File: src/rtl/ahb_dphase_mux.sv
// N:1 AHB-Lite data-phase response mux with a built-in default slave.
// Zero-cycle slave-to-master path. Select is captured only while hready is high and held through waits.
module ahb_dphase_mux #(
  parameter int NUM = 6,
  parameter int DW  = 32
) (
  input  logic              HCLK,
  input  logic              HRESETn,
  input  logic [NUM-1:0]    hsel,
  input  logic              htrans_vld,
  input  logic [NUM*DW-1:0] hrdata_bus,
  input  logic [NUM-1:0]    hreadyout_bus,
  input  logic [NUM-1:0]    hresp_bus,
  output logic [DW-1:0]     hrdata,
  output logic              hready,
  output logic              hresp,
  output logic [NUM-1:0]    dsel,
  output logic              sel_err
);

  typedef enum logic [1:0] {IDLE, SLV, ERR1, ERR2} state_t;

  state_t           r_state;
  state_t           w_state_nxt;
  logic [NUM-1:0]   r_dsel;
  logic [NUM-1:0]   w_dsel_nxt;
  logic             r_sel_err;
  logic             w_sel_err_nxt;
  logic             w_hsel_zero;
  logic             w_hsel_onehot;
  logic             w_slv_rdy;
  logic             w_slv_rsp;
  logic [DW-1:0]    w_slv_data;

  assign w_hsel_zero   = (hsel == '0);
  assign w_hsel_onehot = !w_hsel_zero && ((hsel & (hsel - NUM'(1))) == '0);

  // AND-OR mux: unselected slaves are masked out so their X never reaches the master
  always_comb begin
    w_slv_rdy  = 1'b0;
    w_slv_rsp  = 1'b0;
    w_slv_data = '0;
    for (int i = 0; i < NUM; i++) begin
      w_slv_rdy  = w_slv_rdy  | (r_dsel[i] & hreadyout_bus[i]);
      w_slv_rsp  = w_slv_rsp  | (r_dsel[i] & hresp_bus[i]);
      w_slv_data = w_slv_data | ({DW{r_dsel[i]}} & hrdata_bus[i*DW +: DW]);
    end
  end

  always_comb begin
    hready = 1'b1;
    hresp  = 1'b0;
    hrdata = '0;
    case (r_state)
      SLV: begin
        hready = w_slv_rdy;
        hresp  = w_slv_rsp;
        hrdata = w_slv_data;
      end
      ERR1: begin
        hready = 1'b0;
        hresp  = 1'b1;
      end
      ERR2: hresp = 1'b1;
      default: ;
    endcase
  end

  always_comb begin
    w_state_nxt   = r_state;
    w_dsel_nxt    = r_dsel;
    w_sel_err_nxt = 1'b0;
    if (r_state == ERR1) begin
      w_state_nxt = ERR2;
    end else if (hready) begin
      if (!htrans_vld) begin
        w_state_nxt = IDLE;
        w_dsel_nxt  = '0;
      end else if (w_hsel_onehot) begin
        w_state_nxt = SLV;
        w_dsel_nxt  = hsel;
      end else begin
        // unmapped and multi-hot both go to the default slave; only multi-hot is flagged
        w_state_nxt   = ERR1;
        w_dsel_nxt    = '0;
        w_sel_err_nxt = !w_hsel_zero;
      end
    end
  end

  always_ff @(posedge HCLK or negedge HRESETn) begin
    if (!HRESETn) begin
      r_state   <= IDLE;
      r_dsel    <= '0;
      r_sel_err <= 1'b0;
    end else begin
      r_state   <= w_state_nxt;
      r_dsel    <= w_dsel_nxt;
      r_sel_err <= w_sel_err_nxt;
    end
  end

  assign dsel    = r_dsel;
  assign sel_err = r_sel_err;

endmodule

File: config.mk
export PLATFORM = sky130hd
export DESIGN_NAME = ahb_dphase_mux
export DESIGN_NICKNAME = d
export VERILOG_FILES = /design/src/rtl/ahb_dphase_mux.sv
export SDC_FILE = /design/constraint.sdc
export NUM_CORES = 1
export LEC_CHECK = 0
export ABC_AREA = 1
export CAP_MARGIN = 20
export CORE_AREA = 5 5 96 98
export DETAILED_ROUTE_END_ITERATION = 16
export DIE_AREA = 0 0 101 103
export GPL_TIMING_DRIVEN = 0
export PLACE_DENSITY_LB_ADDON = 0.12
export REMOVE_ABC_BUFFERS = 1
export SYNTH_ARGS = -nofsm -noshare
export SYNTH_HDL_FRONTEND = slang
export SYNTH_SLANG_ARGS = --single-unit
File: constraint.sdc
create_clock -name HCLK -period 2.3 [get_ports HCLK]
set_clock_uncertainty 0.2 [all_clocks]
set_input_delay 0.23 -clock HCLK [delete_from_list [all_inputs] [get_ports HCLK]]
set_output_delay 0.23 -clock HCLK [all_outputs]
set_load 0.01 [all_outputs]
==> results of run 1 <==
kinds of logic (layout without fill, tap and decap cells):
kind of cell	after synthesis	after routing	share of synthesized area (%)
AND/OR/NAND/NOR	251	251	55.2
AO/OA/AOI/OAI	68	68	23.6
buffers and inverters	33	282	8.74
flip-flops	9	9	12.5
power breakdown:
group          switching, mW  internal [mW]
sequential            0.0380          0.197
combinational          0.548          0.752
clock                 0.0651          0.121
flip-flops by register name, summed over array words and instances (netlist names):
signal and count:
dsel 6, r_state 2, sel_err 1
routing by layer:
| metal | global-route usage (%) | share of wire (%) | up-vias |
|---|---|---|---|
| li1 | - | - | 1693 |
| met1 | 26.5 | 40 | 1552 |
| met2 | 40.4 | 50 | 144 |
| met3 | 5.68 | 8.6 | 16 |
| met4 | 4.50 | 1.5 | 0 |
| met5 | 0 | 0 | - |
worst max-delay path: cells and delay by family (launching register included):
family	cells	cell delay, ns
buffers and inverters	2	0.71
flip-flops	1	0.53
AO/OA/AOI/OAI	2	0.23
AND/OR/NAND/NOR	2	0.11
repair_timing:
item,4_1_cts,5_1_grt
endpoints found under the setup margin,36,28
pin swaps,0,1
buffers inserted,10,2
resized for setup,17,22
area by class of cell:
cell class	instances	area, um2
fill	789	3580
inverter	6	22.5
tap	108	135
clock buffer	4	45.0
multi-input combinational	319	1440
timing repair buffer	272	2920
sequential	9	248
worst min path at each step:
stage	start	to	slack (ns)	depth (start not counted)
global placement	HRESETn	sel_err	0.34	1
detailed placement	HRESETn	sel_err	0.36	1
CTS	HRESETn	sel_err	0.1	1
global route	HRESETn	sel_err	0.12	1
finish	HRESETn	sel_err	0.1	1
floorplan	HRESETn	dsel[0]	-0.27	0
metrics by stage:
step	worst slack (ns)	hold slack (ns)	utilization (%)	TNS [ns]	instances
after floorplan	0.468	-0.266	-	0	334
after global placement	-0.651	0.343	51.7	-20.02	695
after detailed placement	-0.237	0.357	54.0	-3.25	702
after CTS	-0.0378	0.0955	56.3	-0.0378	716
after global routing	0.00131	0.122	57.3	0	718
final	0.0455	0.0960	57.3	0	718
cell usage in the layout, fill, tap and decap left out, types with 6 or more instances in the layout:
master / instances
nand2_1: 221
dlymetal6s2s_1: 19
dfrtp_4: 6
nand3_1: 19
buf_16: 7
a21oi_1: 34
inv_1: 6
a41oi_1: 18
buf_4: 6
a31oi_1: 14
clkdlybuf4s50_1: 232
==> results.py, run 1 <==
metrics = {
    "sta": {
        "final.min_clock_period_ns": 2.25,
        "max_freq_ghz": 0.444,
        "worstMarginPinSlew_ns": 0.412,
        "max_slew_margin_pct": 72.4,
        "rsz0062_at_grt": "no",
        "hold_viol": 0,
        "final-max-slew-violation-count": 0,
        "finalSetupViolCount": 0,
        "post_route_fraction_of_the_period_consumed_by_the_critical_path_pct": 98.0,
    },
    "setup_path": {
        "worst_r2r_startpoint": "dsel[1]",
        "crit_slowest_cell": "dfrtp_4",
        "crit_path_cell_trace": "buf_16 -> nand2_1 -> nand2_1 -> a21oi_1 -> a41oi_1 -> clkdlybuf4s50_1",
        "timing_worst_setup_path_type": "reg -> out",
        "end_kind": "output port",
        "timing.critical_path.fanout_max": 21,
        "cp_data_required_time_ns": 1.87,
        "reg2reg_to": "dsel[1]",
        "rr_worst_depth": 9,
        "crit_path_max_incr_delay_ns": 0.53,
        "regToRegSetupSlack_ns": 0.67,
        "cp_data_arrival_time_ns": 1.82,
        "destination_of_the_critical_timing_path": "hrdata[18]",
        "cp-startpoint": "dsel[0]",
        "crit_top_cell": "nand2_1",
        "critPathLaunchType": "flop",
    },
    "logic_synthesis": {
        "netlist-cell-type-count": 16,
        "post_synth_main_area_contributors": "nand2_1, dfrtp_1, a21oi_1",
        "seq_area_frac_synth_pct": 12.5,
        "netlist_instances": 361,
        "synthFlopType": "dfrtp_1",
        "synth_edf_count": 0,
        "yosys_warnings": 0,
        "ys_seq_elements": 9,
        "synth_top_area_share_pct": 46.4,
        "synth_area_per_cell_um2": 5.00,
        "netlist.top_cell.by_area": "nand2_1",
        "synth_top_cells_by_count": "nand2_1, a21oi_1, nand3_1",
        "synth_async_sr_flop_share_pct": 100,
        "post-synth-top-count-cell": "nand2_1",
        "netlist_area_um2": 1800,
    },
    "pwr": {
        "p_leak_nw": 2.12,
        "ir_drop_mv": 0.508,
        "cellPowerDensity_nw_per_um2": 358,
        "power_mw": 1.72,
    },
    "route": {
        "num_vias": 3405,
        "vias_per_cell": 4.74,
        "routed_wire_length_per_instance_um": 17.9,
        "drt_pass1_iterations": 4,
        "detail-route-antenna-nets": 0,
        "drt_drc_violations_left": 0,
        "routed_wire_length_mm": 12.8,
        "initialDrtViolationCount": 77,
    },
    "placement": {
        "dpl-instance-area_um2": 4530,
        "port-buffer-count": 253,
        "dp_hpwl_mm": 10.1,
        "gpl_congestion": 0.803,
    },
    "cts": {
        "clkSlewWorstSetupHoldPaths_ns": 0.04,
        "cts_root_buffer": "clkbuf_8",
        "worst_skew_pair.late_latency_ns": 0.23,
        "clock_tree_from_tritoncts": "built",
        "cts.sink_count": 9,
        "number_of_buffers_created_by_cts": 3,
        "cts-hold-fix-buffers": 0,
        "cts.path.max_buffers": 2,
        "deepest_level_of_the_cts_h_tree": 1,
    },
    "global_route": {
        "first_global_vias": 3299,
        "grt-ovfl-total": 0,
        "pin_count_of_the_biggest_net_entering_global_routing": 24,
        "antenna_found_initial": 0,
        "grt_first_pass_wirelength_mm": 18.1,
        "gr-usage-all-layers_pct": 22.2,
    },
    "die": {
        "area_inside_the_core_boundary_um2": 8380,
        "pin_count": 254,
        "die_area_um2": 10400,
        "floorplan.die.height_um": 103,
        "row_count": 34,
        "dieWidth_um": 101,
        "initial_core_util_pct": 21.5,
    },
    "layout": {
        "drive_above_1_share_pct": 5.57,
        "num_antenna_cells": 0,
        "finalInstanceArea_um2": 4800,
        "nNetsFinal": 824,
        "synthToLayoutAreaGrowth_pct": 166,
    },
    "worst_hold_path": {
        "timing.hold.worst.class": "in -> async",
    },
    "status": {
        "status": "finished clean",
    },
    "run": {
        "max_cap_viol_count": 0,
    },
}
(Power assumes the default switching activity.)
==> run 2, diff against run 1 <==
SKIP_CTS_REPAIR_TIMING = 1   (was default)
==> run 2 against run 1 <==
Effect of this change:
- utilization decreased by 0.31 points
- cell count increased by 0.42%
- sequential cell count is the same
- setup slack got worse by 0.00077 ns
- sequential power about the same
- clock power is essentially flat
- die area stayed put
- worst hold slack got worse by 0.0050 ns
- critical path depth is the same
- register-to-register slack barely moved
- clock-buffer cell count is the same
- critical path type unchanged
- critical endpoint is now hrdata[5]
- largest power group unchanged
==> results.py, run 2 (synthesis gave the netlist of run 1 again) <==
metrics = {
    "status": {
        "status": "finished clean",
    },
    "route": {
        "detail-route-antenna-nets": 0,
        "drt_drc_violations_left": 0,
        "drt_pass1_iterations": 4,
        "num_vias": 3404,
        "routed_wire_length_per_instance_um": 17.7,
        "vias_per_cell": 4.72,
        "routed_wire_length_mm": 12.8,
        "initialDrtViolationCount": 81,
    },
    "cts": {
        "deepest_level_of_the_cts_h_tree": 1,
        "clkSlewWorstSetupHoldPaths_ns": 0.05,
        "clock_tree_from_tritoncts": "built",
        "number_of_buffers_created_by_cts": 3,
        "worst_skew_pair.late_latency_ns": 0.23,
        "cts_root_buffer": "clkbuf_8",
        "cts.path.max_buffers": 2,
        "cts.sink_count": 9,
    },
    "pwr": {
        "part_of_the_total_power_dissipated_in_combinational_logic_pct": 75.2,
        "cellPowerDensity_nw_per_um2": 354,
        "p_int_mw": 1.05,
        "power.share.clock_pct": 10.9,
        "netSwitchingFraction_pct": 37.8,
        "p_leak_nw": 2.13,
        "ir_drop_mv": 0.461,
        "netsw_mw": 0.641,
        "sequentialPowerShare_pct": 13.9,
    },
    "sta": {
        "hold_viol": 0,
        "worstMarginPinSlew_ns": 0.404,
        "max_slew_margin_pct": 73.0,
        "finalSetupViolCount": 0,
        "max_freq_ghz": 0.443,
        "post_route_fraction_of_the_period_consumed_by_the_critical_path_pct": 98.1,
        "tns_ns": 0,
        "final-max-slew-violation-count": 0,
        "final_critical_path_setup_slack_ns": 0.0447,
        "rsz0062_at_grt": "no",
        "final.min_clock_period_ns": 2.26,
    },
    "die": {
        "dieWidth_um": 101,
        "pin_count": 254,
        "area_inside_the_core_boundary_um2": 8380,
        "initial_core_util_pct": 21.5,
        "die_area_um2": 10400,
        "floorplan.die.height_um": 103,
        "row_count": 34,
    },
    "layout": {
        "layout.cells.most_common_list": "clkdlybuf4s50_1, nand2_1, a21oi_1",
        "layout.filler_cells": 794,
        "synthToLayoutAreaGrowth_pct": 165,
        "num_antenna_cells": 0,
        "final_common_cell": "clkdlybuf4s50_1",
        "drive_above_1_share_pct": 6.04,
        "nNetsFinal": 827,
        "post_layout_nonfiller_instances": 721,
        "flip_flop_count_of_the_largest_register_all_copies_and_words_added": 6,
        "utilization_pct": 57.0,
    },
    "placement": {
        "port-buffer-count": 253,
        "place.detailed.instances": 702,
        "dpl_worst_slack_ns": -0.237,
        "dp_hpwl_mm": 10.1,
        "gpl_congestion": 0.803,
    },
    "global_route": {
        "grt_first_pass_wirelength_mm": 17.9,
        "pin_count_of_the_biggest_net_entering_global_routing": 24,
        "gr-usage-all-layers_pct": 21.9,
        "first_global_vias": 3222,
        "grt-ovfl-total": 0,
        "antenna_found_initial": 0,
    },
    "setup_path": {
        "critPathLaunchType": "flop",
        "timing_worst_setup_path_type": "reg -> out",
        "cp_data_arrival_time_ns": 1.83,
        "end_kind": "output port",
        "cp_data_required_time_ns": 1.87,
        "timing.critical_path.fanout_max": 21,
    },
    "worst_hold_path": {
        "timing.hold.worst.class": "in -> async",
    },
    "run": {
        "max_cap_viol_count": 0,
    },
}
run 2: cell types whose count changed in the layout (fill, tap and decap cells not counted):
cell	previous run	this run
buf_4	6	14
dlygate4sd2_1	2	0
dlymetal6s2s_1	19	20
buf_12	4	0
buf_6	2	1
clkdlybuf4s50_1	232	233
run 2: critical path: stages, from the launching register on:
cell and delay, ns:
dfrtp_4 0.47, buf_16 0.18, nand2_1 0.07, nand2_1 0.06, a21oi_1 0.04, a41oi_1 0.18
clkdlybuf4s50_1 0.58
run 2: final cells by class:
type	count	area [um2]	share of cell area (%)
timing repair buffer	275	2890	60.5
multi-input combinational	319	1440	30.0
sequential	9	248	5.19
tap	108	135	2.83
clock buffer	4	45.0	0.943
inverter	6	22.5	0.471
run 2: worst paths after layout:
kind / start / to / slack, ns / cells after the start
worst max-delay path: dsel[0] / hrdata[5] / 0.04 / 6
worst min-delay path: HRESETn / sel_err / 0.09 / 1
worst max register to register: dsel[1] / dsel[4] / 0.67 / 9
worst min register to register: dsel[4] / dsel[4] / 0.42 / 2
max in group asynchronous: HRESETn / dsel[1] / 1.48 / 1
min in group HCLK: hsel[2] / dsel[2] / 0.39 / 3
run 2: power by group through the flow:
stage               clock network (mW)  registers [mW]  logic [mW]
detailed placement                   0           0.259        1.17
finish                           0.185           0.234        1.27
global route                     0.201           0.240        1.37
global placement                     0           0.310        1.01
CTS                              0.187           0.257        1.18
floorplan                            0           0.265       0.366
run 2: metrics by stage:
step           cell area [um2]  power [mW]  hold slack, ns
2_1_floorplan             1670       0.631          -0.266
3_3_place_gp              4340        1.32           0.343
3_5_place_dp              4530        1.43           0.357
4_1_cts                   4570        1.62          0.0954
5_1_grt                   4780        1.82           0.118
6_report                  4780        1.69          0.0910
run 2: metal layers:
metal	global-route usage [%]	vias to the layer above	routed length, um
li1	-	1700	-
met1	26.2	1545	4940
met2	40.1	147	6490
met3	5.48	12	1210
met4	3.89	0	143
met5	0	-	0
